### config.mk
export PLATFORM = sky130hd
export DESIGN_NAME = sync_fifo
export DESIGN_NICKNAME = d
export VERILOG_FILES = /design/src/rtl/sync_fifo_pkg.sv /design/src/rtl/sync_fifo_mem.sv /design/src/rtl/sync_fifo.sv
export SDC_FILE = /design/constraint.sdc
export NUM_CORES = 1
export LEC_CHECK = 0
export CAP_MARGIN = 5
export CORE_ASPECT_RATIO = 1.1
export CORE_MARGIN = 2
export CORE_UTILIZATION = 59
export CTS_CLUSTER_DIAMETER = 40
export DETAILED_ROUTE_END_ITERATION = 10
export PLACE_DENSITY = 0.79
export SLEW_MARGIN = 20
export SYNTH_ARGS = -nofsm -noshare
export SYNTH_HDL_FRONTEND = slang
export SYNTH_SLANG_ARGS = --single-unit
### constraint.sdc
create_clock -name clk -period 4.06 [get_ports clk]
set_input_delay 0.812 -clock clk [delete_from_list [all_inputs] [get_ports clk]]
set_output_delay 0.812 -clock clk [all_outputs]
set_load 0.01 [all_outputs]
### src/rtl/sync_fifo_pkg.sv
// Shared constants, depth helper and status bundle for the single-clock FIFO.
// The optional first-word fall-through read mode is selected by SYNC_FIFO_FWFT_EN.
package sync_fifo_pkg;

    localparam int DEF_DATA_SIZE     = 8;
    localparam int DEF_ADDR_SIZE     = 4;
    localparam int DEF_AFULL_THRESH  = 12;
    localparam int DEF_AEMPTY_THRESH = 2;

    function automatic int fifo_depth(input int addr_size);
        return 1 << addr_size;
    endfunction

    typedef struct packed {
        logic full;
        logic empty;
        logic almost_full;
        logic almost_empty;
        logic overflow;
        logic underflow;
    } fifo_status_t;

endpackage

### src/rtl/sync_fifo_mem.sv
// Simple dual-port storage for sync_fifo: synchronous write, asynchronous read.
// Contents are deliberately not reset.
module sync_fifo_mem
    import sync_fifo_pkg::*;
#(
    parameter int DATA_SIZE = DEF_DATA_SIZE,
    parameter int ADDR_SIZE = DEF_ADDR_SIZE
) (
    input  logic                 clk,
    input  logic                 w_en,
    input  logic [ADDR_SIZE-1:0] w_addr,
    input  logic [DATA_SIZE-1:0] w_data,
    input  logic [ADDR_SIZE-1:0] r_addr,
    output logic [DATA_SIZE-1:0] r_data
);

    logic [DATA_SIZE-1:0] mem [fifo_depth(ADDR_SIZE)];

    always_ff @(posedge clk) begin
        if (w_en) begin
            mem[w_addr] <= w_data;
        end
    end

    assign r_data = mem[r_addr];

endmodule

### src/rtl/sync_fifo.sv
// Single-clock FIFO with fill level, almost-full/almost-empty thresholds and sticky errors.
// Define SYNC_FIFO_FWFT_EN for first-word fall-through reads; default is a registered read.
module sync_fifo
    import sync_fifo_pkg::*;
#(
    parameter int DATA_SIZE     = DEF_DATA_SIZE,
    parameter int ADDR_SIZE     = DEF_ADDR_SIZE,
    parameter int AFULL_THRESH  = DEF_AFULL_THRESH,
    parameter int AEMPTY_THRESH = DEF_AEMPTY_THRESH
) (
    input  logic                 clk,
    input  logic                 rst_n,
    input  logic                 w_en,
    input  logic [DATA_SIZE-1:0] w_data,
    input  logic                 r_en,
    output logic [DATA_SIZE-1:0] r_data,
    output logic                 r_valid,
    output logic                 full,
    output logic                 empty,
    output logic                 almost_full,
    output logic                 almost_empty,
    output logic [ADDR_SIZE:0]   count,
    output logic                 overflow,
    output logic                 underflow,
    input  logic                 err_clr
);

    localparam int                DEPTH       = fifo_depth(ADDR_SIZE);
    localparam logic [ADDR_SIZE:0] DEPTH_CNT  = (ADDR_SIZE+1)'(DEPTH);
    localparam logic [ADDR_SIZE:0] AFULL_CNT  = (ADDR_SIZE+1)'(AFULL_THRESH);
    localparam logic [ADDR_SIZE:0] AEMPTY_CNT = (ADDR_SIZE+1)'(AEMPTY_THRESH);

    logic [ADDR_SIZE:0]   w_ptr;
    logic [ADDR_SIZE:0]   r_ptr;
    logic [ADDR_SIZE:0]   count_q;
    logic                 overflow_q;
    logic                 underflow_q;
    logic                 wr_acc;
    logic                 rd_acc;
    logic [DATA_SIZE-1:0] mem_rdata;
    fifo_status_t         status;

    // Handshake: a write is taken when w_en && !full, a read when r_en && !empty,
    // both judged on this cycle's registered count; a refused request is dropped
    // and latched as overflow/underflow instead.
    assign wr_acc = w_en && !status.full;
    assign rd_acc = r_en && !status.empty;

    sync_fifo_mem #(
        .DATA_SIZE (DATA_SIZE),
        .ADDR_SIZE (ADDR_SIZE)
    ) u_mem (
        .clk    (clk),
        .w_en   (wr_acc),
        .w_addr (w_ptr[ADDR_SIZE-1:0]),
        .w_data (w_data),
        .r_addr (r_ptr[ADDR_SIZE-1:0]),
        .r_data (mem_rdata)
    );

    always_ff @(posedge clk or negedge rst_n) begin
        if (!rst_n) begin
            w_ptr   <= '0;
            r_ptr   <= '0;
            count_q <= '0;
        end else begin
            if (wr_acc) begin
                w_ptr <= w_ptr + 1'b1;
            end
            if (rd_acc) begin
                r_ptr <= r_ptr + 1'b1;
            end
            case ({wr_acc, rd_acc})
                2'b10:   count_q <= count_q + 1'b1;
                2'b01:   count_q <= count_q - 1'b1;
                default: count_q <= count_q;
            endcase
        end
    end

    // A fresh error in the same cycle as err_clr must survive the clear.
    always_ff @(posedge clk or negedge rst_n) begin
        if (!rst_n) begin
            overflow_q  <= 1'b0;
            underflow_q <= 1'b0;
        end else begin
            if (w_en && status.full) begin
                overflow_q <= 1'b1;
            end else if (err_clr) begin
                overflow_q <= 1'b0;
            end
            if (r_en && status.empty) begin
                underflow_q <= 1'b1;
            end else if (err_clr) begin
                underflow_q <= 1'b0;
            end
        end
    end

    always_comb begin
        status              = '0;
        status.full         = (count_q == DEPTH_CNT);
        status.empty        = (count_q == '0);
        status.almost_full  = (count_q >= AFULL_CNT);
        status.almost_empty = (count_q <= AEMPTY_CNT);
        status.overflow     = overflow_q;
        status.underflow    = underflow_q;
    end

`ifdef SYNC_FIFO_FWFT_EN
    // Head word is presented straight from storage; r_en pops it.
    assign r_data  = mem_rdata;
    assign r_valid = !status.empty;
`else
    logic [DATA_SIZE-1:0] r_data_q;
    logic                 r_valid_q;

    always_ff @(posedge clk or negedge rst_n) begin
        if (!rst_n) begin
            r_data_q  <= '0;
            r_valid_q <= 1'b0;
        end else begin
            r_valid_q <= rd_acc;
            if (rd_acc) begin
                r_data_q <= mem_rdata;
            end
        end
    end

    assign r_data  = r_data_q;
    assign r_valid = r_valid_q;
`endif

    assign count        = count_q;
    assign full         = status.full;
    assign empty        = status.empty;
    assign almost_full  = status.almost_full;
    assign almost_empty = status.almost_empty;
    assign overflow     = status.overflow;
    assign underflow    = status.underflow;

endmodule

* Word-level counts from Yosys, hierarchy flattened
Memory sizes are Yosys's and may differ from the RTL's. A register that Yosys moved wholly into a read port is not among the register bits. Index checks and enable logic that the tools add are counted.
Operators by class: $add $sub $neg 4, $mul 0, div/mod/pow operators 0, order comparisons 2, eq/ne operators 3, shift-type cells 0, multiplexer cells 6, bitwise operators 0, reductions and logical operators 11
Operator list (number):
- $add A5 B1 Y5 const B | 3
- $pmux W5 S2 | 1
- $reduce_bool A2 Y1 | 3
- $eq A5 B5 Y1 const B | 1
- $ge A5 B4 Y1 const B | 1
- $le A5 B2 Y1 const B | 1
- $logic_not A5 Y1 | 1
- $mux W1 | 5
- $sub A5 B1 Y5 const B | 1
- $logic_and A1 B1 Y1 | 4
- $logic_not A1 Y1 | 3
- $eq A2 B1 Y1 const B | 1
- $eq A2 B2 Y1 const B | 1
Word-level totals: flip-flop bits (word level) 18, latch bits 0, memory bits (writable) 128, ROM bits 0, bits of input ports 13, memories 1
Memories:
- u_mem.mem | words 16, width 8, read ports 1, clocked after memory_dff 1, wr ports 1, line sync_fifo_mem.sv:17 | logic [DATA_SIZE-1:0] mem [fifo_depth(ADDR_SIZE)];

* Logic depth before layout (Yosys ltp)
depth after elaboration 5, mapped depth 12, gate-level depth less buffers 10

* Modules after synthesis
Synthesis repeated with hierarchy kept, for this count alone.
Second synthesis, totals: cell total of the unflattened synthesis 321, area, all modules 6212.2 µm²
Modules (own cells, without submodules):
- sync_fifo_mem | times used 1, cells an instance 221, area an instance 4987.3 µm², sequential area each 3843.7 µm²
- sync_fifo | times used 1, cells an instance 100, area an instance 1224.9 µm², sequential area each 600.6 µm²

* Least setup slack after synthesis
No wires, ideal clock.
path type reg2reg, start reg count_q[1], in the netlist count[1], end reg count_q[4], in the netlist count[4], setup time 0.105 ns, arrival 2.777 ns, slack 1.178 ns, cell stages (with the launch flop) 13, period minus slack after synthesis 2.882 ns, path through dfrtp_1 > buf_6 > or4_4 > o21ai_2 > inv_2 > ha_1 > clkbuf_1 > xor2_1 > ha_1 > nor2b_1 > o21ai_0 > a21oi_1 > nor4b_1
On the way: word-level cells in the longest chain between the ends 5, elaborated cells on any way between the ends 12, those cells by class add/sub: 2; eq/ne: 3; mux: 1; reduce/logical: 6
RTL lines:
- from (decl) | line sync_fifo.sv:35 | logic [ADDR_SIZE:0] count_q;
- from (signal assigned) | line sync_fifo.sv:74 | 2'b10: count_q <= count_q + 1'b1;
- from (signal assigned) | line sync_fifo.sv:75 | 2'b01: count_q <= count_q - 1'b1;
- from (signal assigned) | line sync_fifo.sv:76 | default: count_q <= count_q;
- $logic_not A5 Y1 (*) | line sync_fifo.sv:103 | status.empty = (count_q == '0);
- $logic_not A1 Y1 (*) | line sync_fifo.sv:47 | assign rd_acc = r_en && !status.empty;
- $logic_and A1 B1 Y1 (*) | line sync_fifo.sv:47
- net rd_acc | line sync_fifo.sv:39 | logic rd_acc;
- $eq A2 B1 Y1 / $eq A2 B2 Y1 (equally long branches) | line sync_fifo.sv:73 | case ({wr_acc, rd_acc})
- $pmux W5 S2 / $reduce_bool A2 Y1 (equally long branches)
The timed path passes the listed nets; every way through them passes the cells marked *. A chain may end at the register's enable or synchronous reset.

* Final worst setup path
Ends and elaborated chain as after synthesis.

==> results.toml <==
[yosys]
syn_nets = 355
yosys_warnings = 0
yosysTopAreaCell = "edfxtp_1"
synth_area_um2 = 6210
synth_top_family_by_area = "multiplexers"
synth_edf_count = 128
synth-xor-area-share_pct = 1.27
synth-seq-area-share_pct = 71.5
ys.flop_type = "edfxtp_1"
synthTopCellsByArea = "edfxtp_1 62%, mux4_2 12%, dfrtp_1 9.7%, mux2i_1 2.6%, o221ai_2 1.9%"
yosysTopAreaCellShare_pct = 61.9
synthSimpleGateAreaFrac_pct = 4.93
synth-compound-area-share_pct = 3.95
synth_fa_ha_area_share_pct = 1.81
yosys_register_bits = 152
syn_area_per_cell_um2 = 18.7
syn_inst = 333
synth_cell_types = 42
synth.area.mux_share_pct = 14.4
async_reset_ff_share_pct = 15.8

[hold_path]
hp-class = "in2async"

[setup_path]
cp_data_arrival_time_ps = 3820
critPathCaptureType = "flip-flop"
cp-start-kind = "flip-flop"
path_max_fanout = 11
worstSetupPathType = "reg2reg"
reg2reg_depth = 10
cp.required_ps = 4380

[sta]
min_period_ps = 3510
hold_viol = 0
setup_viol = 0
rsz0062_at_grt = "false"
drv_slew = 0
whs_ps = 376
fin_skew_ps = 7.44
max_slew_margin_pct = 40.7
tightest_slew_ps = 889
fin_crit_sh_pct = 86.4
max_freq_ghz = 0.285
setup_tns_ps = 0

[placement]
io_buffers = 32
dpl.cell_count = 511
gp_congestion = 0.909
dpl.hpwl_um = 7800

[floorplan]
num_io_pins = 33
start_util_pct = 60.1
die_area_um2 = 11400
fp-row-count = 39
core_area_um2 = 10300
die_y_um = 112
die_w_um = 102

[drt]
via_per_inst = 6.05
vias = 3286
drc_errors = 0
drt-total-wl_um = 12400
drt_first_pass_iters = 4
drt_iter0_drc = 285
routedWlPerCell_um = 22.8
antenna_left = 0

[power]
p_leak_nw = 2.57
p_per_area_nw_per_um2 = 710
ir_worst_vdd_uv = 343

[global_routing]
grt_pass1_vias = 3366
grt_antenna_before_repair = 0
grtUsageTotal_pct = 24.1
grt.overflow.total = 0
grt_first_pass_wirelength_um = 19200
grt_max_degree = 28

[clock_network]
postCtsHoldBufs = 0
htree_levels = 4
path_clk_slew_ps = 60
cts_sinks = 152
clk_latency_ps = 420
cts_setup_buffers = 0
cts_buffer_depth = 2
cts_resized = 0
cts_tree = "yes"
numCtsBuffers = 17
ctsRootBufferMaster = "clkbuf_16"

[final_layout]
fin_cells = 543
antenna_cells = 0
nets = 409
fillers = 662
drive_above_1_share_pct = 25.0
syn_to_final_growth_pct = 18.6

[job]
max_cap_viol_count = 0

[run_status]
status = "finished, final reports clean"
## critical path, stage by stage (launching register included)
cell and delay, ps:
dfrtp_1 480, or4_4 600, o21ai_2 470, inv_2 220
ha_1 380, xor2_1 190, ha_1 230, nor2b_1 140
o21ai_0 290, a21oi_1 110, nor4b_1 290
## flip-flops by register name (all words and copies together) (netlist names)
| register | count |
|---|---|
| count | 5 |
| overflow | 1 |
| r_data | 8 |
| r_ptr | 4 |
| r_valid | 1 |
| u_mem.mem | 128 |
| underflow | 1 |
| w_ptr | 4 |
## cells in the final DEF, fill, tap and decap left out, drive strengths merged, types with 8 or more instances in the layout
master,instances
edfxtp,128
mux4,32
clkdlybuf4s50,31
nand2,25
dfrtp,24
buf,23
nor2,18
clkbuf,18
mux2i,16
inv,10
ha,9
o221ai,8
## metal layers
metal / track usage [%] / routed length (µm) / up-vias
li1: - / - / 1425
met1: 31.3 / 4860 / 1667
met2: 37.1 / 6180 / 152
met3: 6.97 / 877 / 42
met4: 12.4 / 461 / 0
met5: 0 / 0 / -
## cells in the mapped netlist, types with 4 or more instances
library cell    n
nor2_1         18
o21ai_0         4
ha_1            9
buf_2          10
nor3_1          4
inv_1           6
dfrtp_1        24
o221ai_2        8
nand2_1        24
clkbuf_1        6
xnor2_1         6
edfxtp_1      128
mux2i_1        16
mux4_2         32
## final cells by class
type	instances	area [µm²]	share of cell area, %
Tap cell	143	179	2.43
Inverter	7	26.3	0.357
Clock buffer	18	429	5.83
Multi-Input combinational cell	155	1640	22.2
Sequential cell	152	4450	60.3
Clock inverter	14	171	2.33
Timing Repair Buffer	54	480	6.52
## worst paths after layout
path / from / slack (ps) / end
setup / recovery: count[1] / 550 / count[4]
hold / removal: rst_n / 380 / count[0]
setup reg to reg: count[1] / 550 / count[4]
hold reg to reg: r_data[5] / 500 / r_data[5]
max in group asynchronous: rst_n / 3290 / r_ptr[2]
min in group clk: r_data[5] / 500 / r_data[5]
## metrics by stage
stage / total power, mW / util [%] / area [µm²] / worst slack, ps
after floorplan: 3.17 / - / 6210 / 1180
after global placement: 3.62 / 65.5 / 6770 / 757
after detailed placement: 3.68 / 65.4 / 6770 / 577
after CTS: 5.26 / 71.2 / 7370 / 586
after global routing: 5.47 / 71.2 / 7370 / 313
final: 5.23 / 71.2 / 7370 / 554
## power by group
part,switching (mW),internal [mW]
Combinational,0.682,0.753
Sequential,0.275,1.93
Clock,0.621,0.969
## cell families (layout without fill, tap and decap cells)
logic type / after synthesis / count (layout)
XOR/XNOR: 9 / 9
adder cells (fa/ha/maj): 9 / 9
buffers and inverters: 26 / 93
flip-flops: 152 / 152
AO/OA/AOI/OAI: 25 / 25
AND/OR/NAND/NOR: 63 / 63
multiplexers: 49 / 49
(Power assumes the default switching activity.)
